$ cat config.mk
export PLATFORM = sky130hd
export DESIGN_NAME = cmd_queue_reader
export DESIGN_NICKNAME = d
export VERILOG_FILES = /design/src/rtl/cmd_queue_pkg.sv /design/src/rtl/cmd_queue_reader.sv
export SDC_FILE = /design/constraint.sdc
export NUM_CORES = 1
export LEC_CHECK = 0
export BUFFER_PORTS_ARGS = -buffer_cell sky130_fd_sc_hd__buf_2
export CELL_PAD_IN_SITES_DETAIL_PLACEMENT = 1
export CELL_PAD_IN_SITES_GLOBAL_PLACEMENT = 1
export CORE_MARGIN = 3
export CORE_UTILIZATION = 41
export DETAILED_ROUTE_END_ITERATION = 7
export PLACE_DENSITY = 0.84
export SYNTH_ARGS = -nofsm -noshare
export SYNTH_HDL_FRONTEND = slang
export SYNTH_SLANG_ARGS = --single-unit
$ cat constraint.sdc
create_clock -name clk -period 4.75 [get_ports clk]
set_clock_uncertainty 0.15 [all_clocks]
set_input_delay 0 -clock clk [delete_from_list [all_inputs] [get_ports clk]]
set_output_delay 0 -clock clk [all_outputs]
set_load 0.005 [all_outputs]
$ cat src/rtl/cmd_queue_pkg.sv
// Shared definitions for the command-queue consumer: FSM state encoding,
// the slot valid marker, the location of the valid field inside a header
// word, and the slot-to-address mapping.
package cmd_queue_pkg;

    typedef enum logic [2:0] {
        ST_IDLE     = 3'd0,
        ST_HDR_RD   = 3'd1,
        ST_HDR_CHK  = 3'd2,
        ST_OUT      = 3'd3,
        ST_WORD_RD  = 3'd4,
        ST_LATCH    = 3'd5,
        ST_CLEAR    = 3'd6,
        ST_BACKOFF  = 3'd7
    } state_t;

    // Marker the producer writes into the top byte of a slot header.
    localparam logic [7:0]  VALID_BYTE    = 8'h80;
    localparam int unsigned VALID_FIELD_W = 32'd8;

    // Most significant bit of the valid field for a given word width.
    function automatic int unsigned valid_msb(input int unsigned width);
        return width - 32'd1;
    endfunction

    // Least significant bit of the valid field for a given word width.
    function automatic int unsigned valid_lsb(input int unsigned width);
        return width - VALID_FIELD_W;
    endfunction

    // Word address of the header of a slot.
    function automatic int unsigned slot_base(input int unsigned slot,
                                              input int unsigned slot_words);
        return slot * slot_words;
    endfunction

endpackage

$ cat src/rtl/cmd_queue_reader.sv
// Consumer side of a BRAM-backed command ring. Polls the current slot header,
// streams all words of a valid slot on an AXI-Stream master, then frees the
// slot by zeroing the header's valid byte and moves to the next slot.
// Optional feature macro: CMD_QUEUE_READER_BACKOFF_EN adds a POLL_DELAY-cycle
// wait after every empty poll; without it an empty poll returns straight to IDLE.
module cmd_queue_reader
    import cmd_queue_pkg::*;
#(
    parameter int unsigned SIZE       = 32'd64,
    parameter int unsigned WIDTH      = 32'd64,
    parameter int unsigned SLOT_WORDS = 32'd4,
    parameter int unsigned POLL_DELAY = 32'd16
) (
    input  logic                                   clk,
    input  logic                                   rst,
    input  logic                                   enable,
    output logic                                   mem_en,
    output logic                                   mem_we,
    output logic [$clog2(SIZE)-1:0]                mem_addr,
    output logic [WIDTH-1:0]                       mem_din,
    input  logic [WIDTH-1:0]                       mem_dout,
    output logic                                   m_tvalid,
    input  logic                                   m_tready,
    output logic [WIDTH-1:0]                       m_tdata,
    output logic                                   m_tlast,
    output logic [$clog2(SIZE/SLOT_WORDS)-1:0]     rd_slot
);

    localparam int unsigned ADDR_W = $clog2(SIZE);
    localparam int unsigned SLOTS  = SIZE / SLOT_WORDS;
    localparam int unsigned SLOT_W = $clog2(SLOTS);
    localparam int unsigned IDX_W  = $clog2(SLOT_WORDS);
    localparam int unsigned VMSB   = valid_msb(WIDTH);
    localparam int unsigned VLSB   = valid_lsb(WIDTH);

`ifdef CMD_QUEUE_READER_BACKOFF_EN
    localparam bit BACKOFF_ON = 1'b1;
    localparam int unsigned CNT_W = $clog2(POLL_DELAY + 32'd1);
`else
    localparam bit BACKOFF_ON = 1'b0;
`endif

    // Reject configurations the slot layout or the backoff counter cannot support.
    if (((SIZE % SLOT_WORDS) != 32'd0) || (WIDTH < 32'd16) || (SLOT_WORDS < 32'd2) ||
        (BACKOFF_ON && (POLL_DELAY == 32'd0))) begin : g_cfg_error
        $error("cmd_queue_reader: unsupported parameter combination");
    end

    state_t                  state_r;
    logic [SLOT_W-1:0]       slot_r;
    logic [IDX_W-1:0]        idx_r;
    logic [VLSB-1:0]         hdr_low_r;
    logic                    mem_en_r;
    logic                    mem_we_r;
    logic [ADDR_W-1:0]       mem_addr_r;
    logic [WIDTH-1:0]        mem_din_r;
    logic                    m_tvalid_r;
    logic [WIDTH-1:0]        m_tdata_r;
    logic                    m_tlast_r;
`ifdef CMD_QUEUE_READER_BACKOFF_EN
    logic [CNT_W-1:0]        bo_cnt_r;
`endif

    logic [ADDR_W-1:0]       base_s;
    logic [IDX_W-1:0]        idx_next_s;
    logic [SLOT_W-1:0]       slot_next_s;
    logic                    hdr_valid_s;
    logic                    handshake_s;
    logic [WIDTH-1:0]        cleared_hdr_s;

    assign base_s        = ADDR_W'(slot_base(32'(slot_r), SLOT_WORDS));
    assign idx_next_s    = idx_r + IDX_W'(1);
    assign slot_next_s   = (slot_r == SLOT_W'(SLOTS - 32'd1)) ? {SLOT_W{1'b0}}
                                                              : slot_r + SLOT_W'(1);
    assign hdr_valid_s   = (mem_dout[VMSB:VLSB] == VALID_BYTE);
    assign handshake_s   = m_tvalid_r && m_tready;
    // Freed header keeps its payload bits so the producer can inspect it later.
    assign cleared_hdr_s = {{VALID_FIELD_W{1'b0}}, hdr_low_r};

    // Slot polling, streaming and clearing state machine; all outputs registered.
    always_ff @(posedge clk) begin
        if (rst) begin
            state_r    <= ST_IDLE;
            slot_r     <= {SLOT_W{1'b0}};
            idx_r      <= {IDX_W{1'b0}};
            hdr_low_r  <= {VLSB{1'b0}};
            mem_en_r   <= 1'b0;
            mem_we_r   <= 1'b0;
            mem_addr_r <= {ADDR_W{1'b0}};
            mem_din_r  <= {WIDTH{1'b0}};
            m_tvalid_r <= 1'b0;
            m_tdata_r  <= {WIDTH{1'b0}};
            m_tlast_r  <= 1'b0;
`ifdef CMD_QUEUE_READER_BACKOFF_EN
            bo_cnt_r   <= {CNT_W{1'b0}};
`endif
        end else begin
            case (state_r)
                ST_IDLE: begin
                    mem_we_r <= 1'b0;
                    if (enable) begin
                        mem_en_r   <= 1'b1;
                        mem_addr_r <= base_s;
                        state_r    <= ST_HDR_RD;
                    end else begin
                        mem_en_r   <= 1'b0;
                    end
                end
                ST_HDR_RD: begin
                    mem_en_r <= 1'b0;
                    state_r  <= ST_HDR_CHK;
                end
                ST_HDR_CHK: begin
                    if (hdr_valid_s) begin
                        hdr_low_r  <= mem_dout[VLSB-1:0];
                        m_tdata_r  <= mem_dout;
                        m_tvalid_r <= 1'b1;
                        m_tlast_r  <= 1'b0;
                        idx_r      <= {IDX_W{1'b0}};
                        state_r    <= ST_OUT;
                    end else begin
`ifdef CMD_QUEUE_READER_BACKOFF_EN
                        bo_cnt_r   <= {CNT_W{1'b0}};
                        state_r    <= ST_BACKOFF;
`else
                        state_r    <= ST_IDLE;
`endif
                    end
                end
                ST_OUT: begin
                    if (handshake_s) begin
                        m_tvalid_r <= 1'b0;
                        m_tlast_r  <= 1'b0;
                        mem_en_r   <= 1'b1;
                        if (m_tlast_r) begin
                            mem_we_r   <= 1'b1;
                            mem_addr_r <= base_s;
                            mem_din_r  <= cleared_hdr_s;
                            state_r    <= ST_CLEAR;
                        end else begin
                            idx_r      <= idx_next_s;
                            mem_addr_r <= base_s + ADDR_W'(idx_next_s);
                            state_r    <= ST_WORD_RD;
                        end
                    end else begin
                        state_r <= ST_OUT;
                    end
                end
                ST_WORD_RD: begin
                    mem_en_r <= 1'b0;
                    state_r  <= ST_LATCH;
                end
                ST_LATCH: begin
                    m_tdata_r  <= mem_dout;
                    m_tvalid_r <= 1'b1;
                    m_tlast_r  <= (idx_r == IDX_W'(SLOT_WORDS - 32'd1));
                    state_r    <= ST_OUT;
                end
                ST_CLEAR: begin
                    mem_en_r <= 1'b0;
                    mem_we_r <= 1'b0;
                    slot_r   <= slot_next_s;
                    state_r  <= ST_IDLE;
                end
                ST_BACKOFF: begin
`ifdef CMD_QUEUE_READER_BACKOFF_EN
                    if (bo_cnt_r == CNT_W'(POLL_DELAY - 32'd1)) begin
                        bo_cnt_r <= {CNT_W{1'b0}};
                        state_r  <= ST_IDLE;
                    end else begin
                        bo_cnt_r <= bo_cnt_r + CNT_W'(1);
                    end
`else
                    state_r <= ST_IDLE;
`endif
                end
                default: begin
                    mem_en_r <= 1'b0;
                    mem_we_r <= 1'b0;
                    state_r  <= ST_IDLE;
                end
            endcase
        end
    end

    assign mem_en   = mem_en_r;
    assign mem_we   = mem_we_r;
    assign mem_addr = mem_addr_r;
    assign mem_din  = mem_din_r;
    assign m_tvalid = m_tvalid_r;
    assign m_tdata  = m_tdata_r;
    assign m_tlast  = m_tlast_r;
    assign rd_slot  = slot_r;

endmodule

==> results by stage, run 1 <==
Placement:
- The placed wire-length estimate after detailed placement is 12.9 mm.
- Input and output buffers added on the ports amount to 201.
- The placed instances occupy a cell area of 8100 µm².
- The congestion estimate from routability-driven global placement came to between 0.7 and 0.8.

Yosys:
- The largest area contributor in the netlist is dfxtp_1.
- After synthesis the netlist holds a flip-flop and latch count of 195.
- The mapped cell area is 7140 µm².
- For this run, the register share of the synthesized area comes to between 50% and 60%.
- The count of flip-flops with a built-in enable after synthesis is 0.
- The netlist uses 41 different library cells.
- The count of synthesis-stage warnings from yosys is 0.
- The area fraction of the dominant cell type after synthesis is 54.7%.
- The most used flip-flop cell after synthesis is dfxtp_1.
- The synthesized instance count is 810.
- Of all flip-flops after synthesis, the portion carrying an async set or reset was 0%.
- By area the synthesized netlist is led by dfxtp_1, nand2_1, mux2i_1, a21oi_1, nor2_1.
- After synthesis, the mean cell area works out to 8.81 µm².
- In the synthesized netlist, the cells that appear most often are nand2_1, dfxtp_1, a21oi_1.
- The cell with the most instances after synthesis is nand2_1.

Finish:
- The post-route netlist has 23.6% of its cells at a drive strength greater than 1.
- The layout overhead on the synthesized area is 31.4%.
- Fill cells in the final layout number 2027.
- The final layout net count is 1114.
- The final design instance area without fill is 9380 µm².

Setup path:
- STA classifies the critical path endpoint as a register.
- The destination of the worst register-to-register timing path is hdr_low_r[31].
- The required time reported for the critical path endpoint is about 5.0 ns.
- The kind of critical path is reg -> reg.
- The worst setup path is launched from a register.
- The worst reg-to-reg path cell count is 4.
- In this run the worst setup path begins at state_r[1].
- The top fanout value on the critical path is 57.
- The worst setup path endpoint is hdr_low_r[31].
- Data on the critical path arrives at its endpoint at 3.06 ns.
- The startpoint identified for the worst register-to-register timing path is state_r[1].
- The reg-to-reg setup timing slack is roughly 1.9 ns.

Global route:
- The maximum number of pins on one net before global-route repair is between 100 and 150.
- The number of global-route vias before repair is 6662.
- The number of antenna violations at the first check in global routing is 3.
- The overflow left after global routing is 0.
- The combined global-route utilization of all metal layers is between 20% and 30%.
- The global-route wire length before repair is 34.0 mm.

STA:
- The setup violation total in the final timing report is 0.
- Setup repair after global routing left no endpoint under its margin.
- The final critical delay including setup and external delays is 2.86 ns.
- The hold violation total from the final report came to 0.
- The final-layout setup total negative slack is 0 ns.
- The worst slew margin relative to its limit is 19.7%.
- For this run, the top clock speed supported by timing is 349 MHz.
- The count of pins over their slew limit is 0.
- Hold timing on the final database bottoms out at a slack of 0.0108 ns.
- Of the available clock period, the critical path in the final layout requires 60.3%.
- The worst-margin pin slew is roughly 1.2 ns.

Power and ir drop:
- The sequential group share of total power is about 50%.
- The combinational group share of total power is about 4.3%.
- The internal portion of the total power is 2520 µW.
- The analysis attributes to net switching a power of ~740 µW.
- The maximum vdd ir drop is ~0.26 mV.
- For this design the ratio of total power to cell area is 347 nW/µm².
- In this run the static leakage power is 0.00431 µW.
- Net switching is a little under a quarter of the power.
- The part of the total power dissipated in the clock network is 45.3%.

Route:
- The average wire per standard cell is 17.0 µm.
- Using the TritonRoute via totals, the vias-per-cell ratio works out to around 5.0.
- In this run, the number of DRC markers left after iteration 0 of detailed routing was 256.
- In this run the remaining antenna-violating nets after routing total 0.
- The total vias in the final route is between 6000 and 7000.
- The routed design has 21.7 mm of wire.
- The number of detailed-routing iterations run before antenna repair is 5.
- The final routed DRC violation total is 0.

Die:
- The number of placement rows is 47.
- Measured along the x axis, the die boundary spans 138 µm.
- The height of the die is 138 µm.
- During I/O placement, the number of pins put on the boundary was between 200 and 250.
- The core area is 16800 µm².
- The starting utilization of the core area is 42.4%.
- The area of the die is 19000 µm².

Clock tree:
- The maximum buffer depth of the clock tree is 2.
- After clock tree synthesis, the setup repair step added 0 buffers.
- The clock tree from TritonCTS is yes.
- For the worst-skew pair, the clock arrives at the later sink with an insertion delay of 0.43 ns.
- The clock slew at the register clock pins of the worst setup and hold paths is 0.07 ns.
- The tree is rooted in a clkbuf_16.
- The total of cells resized after clock tree synthesis is 0.
- CTS built an H-tree with a depth of 4.
- The number of clock sinks is around 200.
- Counting the buffers created by CTS gives 17.
- The cts-stage hold buffer count is 66.

Outcome:
- The run finished with clean final reports.

Hold path:
- In this run the worst hold path is classified as in -> reg.

Flow run:
- The tool flagged a number of max-cap violations equal to 0.
power groups by stage:
stage / clock (µW) / sequential, µW / combinational, µW
floorplan: 0 / 1680 / 53.0
global placement: 0 / 1680 / 93.6
detailed placement: 0 / 1680 / 93.7
CTS: 1500 / 1640 / 137
global route: 1570 / 1640 / 152
finish: 1480 / 1640 / 141
critical path: stages, from the launching register on:
cell     delay (ns)
dfxtp_1        0.60
nor4b_2        0.53
and3_2         1.09
nand2_1        0.20
a21oi_1        0.18
final cells by class:
cell class | instances | area (µm²) | share of cell area (%)
Sequential cell | 195 | 3900 | 41.6
Tap cell | 220 | 275 | 2.93
Clock inverter | 14 | 169 | 1.80
Timing Repair Buffer | 273 | 1720 | 18.3
Antenna cell | 4 | 10.0 | 0.107
Inverter | 3 | 11.3 | 0.120
Multi-Input combinational cell | 554 | 2860 | 30.4
Clock buffer | 18 | 439 | 4.68
cells in the final DEF (no fill, tap or decap), types with 3 or more instances in the layout:
master,count
buf_4,6
inv_1,3
clkbuf_16,17
a21oi_1,128
dfxtp_1,195
dlygate4sd3_1,66
nand2_1,236
buf_2,200
conb_1,8
nand2b_1,4
clkinv_4,3
nand3_1,6
diode_2,4
nor2_1,72
mux2i_1,66
o21ai_0,4
inv_8,4
how the worst min path moves through the flow:
| stage | from | endpoint | slack, ns | depth (start not counted) |
|---|---|---|---|---|
| 5_1_grt | rst | m_tdata[6] | 0.07 | 2 |
| 4_1_cts | rst | rd_slot[2] | 0.03 | 2 |
| 3_5_place_dp | mem_dout[34] | m_tdata[34] | 0.11 | 3 |
| 3_3_place_gp | mem_dout[34] | m_tdata[34] | 0.10 | 3 |
| 6_report | rst | rd_slot[2] | 0.01 | 2 |
| 2_1_floorplan | mem_dout[0] | hdr_low_r[0] | -0.01 | 2 |
registers in the layout, indices dropped and copies added, names as in the netlist:
signal	cells
mem_we	1
state_r	3
hdr_low_r	56
mem_din	56
mem_addr	6
m_tvalid	1
m_tlast	1
idx_r	2
mem_en	1
m_tdata	64
rd_slot	4
routing by layer:
layer  up-vias  share of wire, %  GRT usage [%]
met5         -                 0              0
met4         0               3.3           9.71
met3        48               4.4           4.72
met2       171                51           40.4
met1      3072                42           26.2
li1       3112                 -              -
per-stage QoR:
stage	util, %	std cells	setup WS [ns]	total power [µW]
6_report	55.8	1281	1.89	3260
4_1_cts	55.7	1277	1.90	3280
3_5_place_dp	48.2	1179	1.92	1770
5_1_grt	55.8	1280	1.69	3370
2_1_floorplan	-	817	3.08	1730
3_3_place_gp	48.2	1179	2.05	1770
kinds of logic after synthesis:
kind of cell / Yosys count / synth area share, %
mux: 66 / 9.25
fa+ha+maj: 2 / 0.350
xor+xnor: 2 / 0.245
compound gates: 140 / 10.5
buf+inv: 68 / 5.98
simple gates: 336 / 19.0
flops: 195 / 54.7
other cells: 1 / 0.0525
(Power assumes the default switching activity.)
==> run 2, diff against run 1 <==
--- a/config.mk
+++ b/config.mk
@@ -5,13 +5,14 @@
 export SDC_FILE = /design/constraint.sdc
 export NUM_CORES = 1
 export LEC_CHECK = 0
+export ABC_AREA = 1
 export BUFFER_PORTS_ARGS = -buffer_cell sky130_fd_sc_hd__buf_2
 export CELL_PAD_IN_SITES_DETAIL_PLACEMENT = 1
 export CELL_PAD_IN_SITES_GLOBAL_PLACEMENT = 1
 export CORE_MARGIN = 3
-export CORE_UTILIZATION = 41
+export CORE_UTILIZATION = 38
 export DETAILED_ROUTE_END_ITERATION = 7
-export PLACE_DENSITY = 0.84
+export PLACE_DENSITY = 0.78
 export SYNTH_ARGS = -nofsm -noshare
 export SYNTH_HDL_FRONTEND = slang
 export SYNTH_SLANG_ARGS = --single-unit
==> constraint.sdc (replaced) <==
create_clock -name clk -period 2.78 [get_ports clk]
set_clock_uncertainty 0.15 [all_clocks]
set_input_delay 0 -clock clk [delete_from_list [all_inputs] [get_ports clk]]
set_output_delay 0 -clock clk [all_outputs]
set_load 0.005 [all_outputs]
==> run 2 against run 1 <==
  * First-iteration DRC count unchanged
  * Non-clock buffer count up 8
  * Clock-buffer cell count up 1
  * Sequential power up 73%
  * Combinational power up 150%
  * Utilization down 5.1 points
  * Hold slack better by 0.065 ns
  * Clock power up 68%
  * Cell count up 12%
  * Via count up 10%
  * Design area up 6.6%
  * Sequential share of layout area down 2.6 points
  * Largest cell class unchanged
==> results by stage, run 2 <==
Outcome:
- The run finished with clean final reports.

Finish:
- The fraction of layout instances using a drive strength above 1 came to 31.5% (+7.9 points).
- In the layout the commonest cells are nor2_1, buf_2, dfxtp_1.
- The count of inserted antenna diode cells is 0 (-4).
- The number of cells in the finished layout apart from fillers was 1437 (+12%).
- The final layout net count is 1229 (+10%).
- The layout overhead on the synthesized area is 29.4%.
- The area of the multi-input gates is 3250 µm² (+14%).
- The number of flip-flops under the largest register name is 64 (unchanged).
- The total of fill cells in the finished design was 2384 (+18%).
- The area of all sequential standard cells is 3900 µm² (unchanged).
- The library cell used most frequently in the layout, excluding fill and tap cells, is nor2_1.

Global route:
- The combined global-route utilization of all metal layers is 21.2% (-1.4 points).
- The overflow left after global routing was 0 (unchanged).
- The global-route wire length before repair is 37.6 mm (+11%).
- The number of global-route vias before repair is 7248 (+8.8%).
- The maximum number of pins on one net before global-route repair is 128 (-13%).
- The number of antenna violations at the first check in global routing is 0 (-3).

Route:
- The number of antenna-violating nets in the routed design was 0 (unchanged).
- The total vias in the final route is 7070 (+10%).
- The average wire per standard cell was 16.2 µm (-4.4%).
- The overall routed net length is 23.3 mm (+7.2%).
- The detailed-route vias per instance was 4.92 (-1.6%).
- The number of detailed-routing iterations run before antenna repair was 4 (-1).
- The final routed DRC violation total is 0 (unchanged).
- The number of DRC violations after detailed-routing iteration 0 is 256 (unchanged).

Placement:
- The number of placed cells counting well taps is 1338 (+13%).
- The final weighted congestion of routability-driven global placement came to 0.748 (-4.0%).
- The placed wire-length estimate after detailed placement is 14.0 mm (+8.2%).
- The number of input and output port buffers inserted is 201 (unchanged).

Yosys:
- The most used flip-flop cell after synthesis is dfxtp_1.
- By count the netlist is led by nor2_1, dfxtp_1, o21ai_0.
- In the post-synthesis netlist, the biggest area contributors are dfxtp_1, nor2_1, nand3_2, o21ai_0, nand2_1.
- The synthesized instance count is 925 (+14%).
- The count of flip-flops with a built-in enable after synthesis is 0 (unchanged).
- The mapped cell area is 7730 µm² (+8.3%).
- The count of synthesis-stage warnings from yosys was 0 (unchanged).
- The average cell area after synthesis is 8.36 µm² (-5.2%).
- The share of flip-flops with an asynchronous set or reset after synthesis is 0% (unchanged).
- The unique cell type count in the Yosys netlist is 33 (-20%).
- By instance count, the leading cell after synthesis is nor2_1.
- The largest area contributor in the netlist is dfxtp_1.
- The part of the Yosys area used for sequential elements was 50.5% (-4.2 points).
- The area fraction of the dominant cell type after synthesis is 50.5% (-4.2 points).
- The flip-flop and latch count after synthesis came to 195 (unchanged).

Die:
- The area of the die is 22100 µm² (+16%).
- The number of top-level pins was 210 (unchanged).
- The starting utilization of the core area is 39.2% (-3.2 points).
- The height of the die is 149 µm (+7.7%).
- The number of placement rows was 51 (+8.5%).
- The core area came to 19700 µm² (+17%).
- The die width is 149 µm (+7.7%).

Setup path:
- The required time reported for the critical path endpoint is 2.96 ns (-1.99 ns).
- The kind of end point of the critical path is a register.
- The kind of critical path is reg -> reg.
- The top fanout value on the critical path is 52 (-8.8%).
- The launching element type of the critical path is a register.
- The critical path arrival is 2.77 ns (-0.29 ns).

STA:
- The final-layout setup total negative slack is 0 ns (unchanged).
- The count of pins over their slew limit came to 0 (unchanged).
- The worst-margin pin slew was 0.926 ns (-0.279 ns).
- The final-layout worst hold slack was 0.0754 ns (+0.0647 ns).
- The setup violation total in the final timing report is 0 (unchanged).
- Setup repair after global routing left no endpoint under its margin.
- The fmax came to 386 MHz (+11%).
- The final cycle utilization of the critical path came to 93.1% (+33 points).
- The worst slew margin relative to its limit is 38.3% (+19 points).
- The final critical delay including setup and external delays is 2.59 ns (-0.273 ns).
- The hold violation total from the final report is 0 (unchanged).

Hold path:
- The type of the most critical hold path is in -> reg.

Power and ir drop:
- The standby leakage power was 0.00440 µW (+2.1%).
- The maximum vdd ir drop is 0.418 mV (+62%).
- The power density normalized to cell area was 566 nW/µm² (+63%).

Clock tree:
- The number of clock sinks is 195 (unchanged).
- The clock tree root driver cell is clkbuf_16.
- The maximum buffer depth of the clock tree is 2 (unchanged).
- The total number of H-tree levels came to 4 (unchanged).
- The post-CTS setup buffer count is 0 (unchanged).
- The number of buffers created by CTS is 17 (unchanged).
- TritonCTS built the clock tree.
- The clock network latency to the later pin of the worst-skew pair is 0.43 ns (about the same).
- The clock slew at the register clock pins of the worst setup and hold paths is 0.07 ns (about the same).

Flow run:
- The number of max-capacitance violations reported is 0 (unchanged).
run 2: cell types whose count changed after synthesis, sizes merged, moves of 26 or more:
| cell | change |
|---|---|
| nand2 | -142 |
| inv | +26 |
| nand3 | +68 |
| o21ai | +118 |
| mux2i | -66 |
| nor2 | +184 |
| a21oi | -60 |
run 2: layout make-up:
cell class,count,share of cell area (%)
sequential,195,39.0
multi-input combinational,634,32.5
timing repair buffer,281,18.1
clock buffer,19,4.53
tap,265,3.31
clock inverter,13,1.38
inverter,30,1.14
run 2: kinds of logic after synthesis:
kind of cell | Yosys count | synth area share (%)
buffers and inverters | 103 | 7.88
AOI/OAI and AO/OA | 194 | 13.1
DFF | 195 | 50.5
other | 1 | 0.0485
and+or+nand+nor | 430 | 28.1
adders and majority gates | 2 | 0.324
run 2: worst paths after layout:
kind	from	end	slack [ns]	cells past startpoint
worst min-delay path	rst	hdr_low_r[25]	0.08	5
worst max-delay path	state_r[2]	state_r[0]	0.19	9
worst max register to register	state_r[2]	state_r[0]	0.19	9
worst min register to register	hdr_low_r[4]	mem_din[4]	0.33	2
run 2: where the power goes:
group          switching [µW]  internal, µW  total (µW)  leakage (µW)
clock                    1160          1320        2480      0.000285
sequential               20.2          2820        2840       0.00157
combinational             190           159         348       0.00254
total                    1370          4290        5660       0.00440
run 2: metal layers:
layer | global-route usage, % | share of wire, %
met5 | 0 | 0
met4 | 6.51 | 1.5
met3 | 4.24 | 4.8
met2 | 37.3 | 50
met1 | 26.2 | 44
run 2: stage by stage:
stage	setup WS, ns	util, %	total power [µW]	cell area, µm²
after floorplan	1.25	-	3050	7760
after global placement	0.785	44.3	3170	8740
after detailed placement	0.713	44.3	3170	8740
after CTS	0.210	50.7	5730	10000
after global routing	0.0266	50.7	5890	10000
final	0.191	50.7	5660	10000
run 2: critical path: stages (launching register included):
cell           delay (ns)
dfxtp_1              0.49
inv_2                0.10
nand3_2              0.11
inv_2                0.05
nand3_4              0.14
buf_4                0.58
nand3_1              0.14
nand3_1              0.10
dlygate4sd3_1        0.56
inv_1                0.04
run 2: timing repair:
item / 4_1_cts / 5_1_grt
resized for setup: 0 / 0
hold buffers: 67 / 0
endpoints found under the hold margin: 124 / 0
==> run 3, diff against run 2 <==
==> constraint.sdc (replaced) <==
create_clock -name clk -period 2.78 [get_ports clk]
set_clock_uncertainty 0.15 [all_clocks]
set_input_delay 0.278 -clock clk [delete_from_list [all_inputs] [get_ports clk]]
set_output_delay 0.278 -clock clk [all_outputs]
set_load 0.005 [all_outputs]
==> run 3 against run 2 <==
  * Sequential power about the same
  * Combinational power barely moved
  * Largest cell class unchanged
  * Critical path depth unchanged
  * Die area is the same
  * Design area is essentially flat
  * Clock power down 2%
  * Hold slack worse by 0.017 ns
==> results by stage, run 3 (synthesis results as in run 2) <==
STA:
- The final-layout setup total negative slack was 0 ns (unchanged).
- Setup repair after global routing left no endpoint under its margin.
- The final-layout worst hold slack came to 0.0588 ns (-0.0166 ns).
- The final critical delay including setup and external delays came to 2.14 ns (-0.448 ns).
- The setup violation total in the final timing report came to 0 (unchanged).
- The worst-margin pin slew is 0.901 ns (-0.0246 ns).
- The final cycle utilization of the critical path is 77.0% (-16 points).
- The fmax is 467 MHz (+21%).
- The hold violation total from the final report was 0 (unchanged).
- The worst slew margin relative to its limit is 39.9% (+1.6 points).
- The count of pins over their slew limit came to 0 (unchanged).

Hold path:
- The worst hold path startpoint is enable.
- The count of cells along the worst hold path came to 5 (unchanged).
- The type of the most critical hold path is in -> reg.
- The worst min-delay path endpoint is state_r[0].

Power and ir drop:
- The maximum vdd ir drop is 0.376 mV (-10%).
- The standby leakage power is 0.00439 µW (about the same).
- The power density normalized to cell area came to 560 nW/µm² (-1.0%).

Setup path:
- The top fanout value on the critical path is 58 (+12%).
- STA classifies the critical path startpoint as a primary input.
- The worst reg-to-reg path cell count is 7 (-2).
- The kind of end point of the critical path is a register.
- The destination of the worst register-to-register timing path is m_tdata[58].
- The kind of critical path is in -> reg.
- The critical path arrival is 2.30 ns (-0.47 ns).
- The startpoint of the lowest-slack register-to-register path is state_r[2].
- The required time reported for the critical path endpoint came to 2.94 ns (-0.02 ns).
- The reg-to-reg setup timing slack is 0.66 ns (+0.47 ns).

Route:
- The average wire per standard cell came to 16.3 µm (+0.45%).
- The number of antenna-violating nets in the routed design was 0 (unchanged).
- The final routed DRC violation total is 0 (unchanged).
- The detailed-route vias per instance was 4.93 (+0.22%).
- The number of DRC violations after detailed-routing iteration 0 was 169 (-34%).
- The number of detailed-routing iterations run before antenna repair is 4 (unchanged).
- The overall routed net length is 23.4 mm (+0.24%).
- The total vias in the final route is 7071 (+0.014%).

Finish:
- The fraction of layout instances using a drive strength above 1 is 31.4% (-0.063 points).
- The final layout net count was 1225 (-0.33%).
- The final design instance area without fill is 10000 µm² (about the same).
- The number of flip-flops under the largest register name is 64 (unchanged).
- Leaving out fill and tap cells, the most frequent cells in the layout are nor2_1, buf_2, dfxtp_1.
- Leaving out fill and tap cells, the most frequent cell in the layout is nor2_1.
- The layout overhead on the synthesized area came to 29.3% (about the same).

Global route:
- The maximum number of pins on one net before global-route repair is 69 (-46%).
- The combined global-route utilization of all metal layers is 21.0% (-0.26 points).
- The number of global-route vias before repair is 7287 (+0.54%).
- The overflow left after global routing was 0 (unchanged).
- The global-route wire length before repair came to 37.3 mm (-0.97%).
- The number of antenna violations at the first check in global routing was 1 (+1).

Clock tree:
- The clock slew at the register clock pins of the worst setup and hold paths came to 0.07 ns (about the same).
- The post-CTS setup buffer count was 0 (unchanged).
- The number of buffers created by CTS is 17 (unchanged).
- The clock network latency to the later pin of the worst-skew pair is 0.42 ns (about the same).
- The total number of H-tree levels came to 4 (unchanged).
- The number of clock sinks was 195 (unchanged).
- The clock tree from TritonCTS is yes.
- The total of cells resized after clock tree synthesis came to 0 (unchanged).
- The maximum buffer depth of the clock tree is 2 (unchanged).
- Clock tree synthesis selected as its root buffer the cell clkbuf_16.

Die:
- The number of placement rows is 51 (unchanged).
- The area of the die was 22100 µm² (unchanged).
- The number of top-level pins is 210 (unchanged).
- The height of the die is 149 µm (unchanged).
- The starting utilization of the core area was 39.2% (unchanged).
- The die width is 149 µm (unchanged).
- The core area is 19700 µm² (unchanged).

Placement:
- The placed wire-length estimate after detailed placement came to 14.3 mm (+2.2%).
- The final weighted congestion of routability-driven global placement is 0.753 (+0.66%).
- The post-place instance area is 8770 µm² (+0.34%).
- The number of input and output port buffers inserted was 201 (unchanged).

Flow run:
- The number of max-capacitance violations reported came to 0 (unchanged).

Outcome:
- The flow ran to the end, and the final reports show no timing, DRC or antenna violations.
[run 3: cell count changes in the layout (fill, tap and decap cells not counted), sizes merged]
cell | previous run | this run
clkinv | 4 | 7
clkbuf | 19 | 22
dlygate4sd3 | 67 | 64
inv | 36 | 30
buf | 214 | 213
diode | 0 | 1
[run 3: worst max-delay path by stage]
stage,startpoint,to
2_1_floorplan,state_r[0],mem_din[15]
3_3_place_gp,state_r[2],state_r[0]
3_5_place_dp,state_r[2],state_r[0]
4_1_cts,state_r[0],mem_din[15]
5_1_grt,mem_dout[56],hdr_low_r[24]
6_report,mem_dout[56],hdr_low_r[41]
[run 3: worst max-delay path, cell delays in order]
cell and delay, ns:
dlygate4sd3_1 0.53, buf_2 0.14, inv_1 0.07, nand2_1 0.05, nor2_1 0.26, nand3_4 0.17
buf_4 0.39, o21ai_0 0.29, nor2_1 0.08
[run 3: timing repair]
| action | CTS | global route |
|---|---|---|
| endpoints found under the setup margin | 0 | 0 |
| hold endpoints to repair | 112 | 0 |
| hold buffers | 64 | 0 |
[run 3: through the flow]
stage	utilization [%]	power (µW)	worst slack, ns	std cells
global route	50.7	5830	0.452	1434
detailed placement	44.5	3170	0.666	1337
finish	50.7	5600	0.639	1434
CTS	50.7	5660	0.641	1433
floorplan	-	3050	1.25	932
global placement	44.5	3170	0.760	1337
[run 3: final cells by class]
type	instances	area (µm²)
Inverter	30	114
Tap cell	265	332
Multi-Input combinational cell	634	3250
Clock inverter	10	98.8
Clock buffer	22	484
Timing Repair Buffer	277	1810
Antenna cell	1	2.50
Sequential cell	195	3900
Fill cell	2380	9720
[run 3: layer usage]
metal	GRT usage, %	vias to the layer above	share of wire, %	routed length, µm
met5	0	-	0	0
met4	7.90	0	2.8	653
met3	4.63	38	4.6	1090
met2	36.9	166	49	11500
met1	24.9	3430	44	10200
li1	-	3437	-	-
[run 3: power by group]
group | total [µW] | leakage [µW] | switching [µW] | internal, µW
clock network | 2420 | 0.000283 | 1080 | 1340
logic | 345 | 0.00254 | 188 | 156
registers | 2840 | 0.00157 | 20.7 | 2820
total | 5600 | 0.00439 | 1290 | 4310
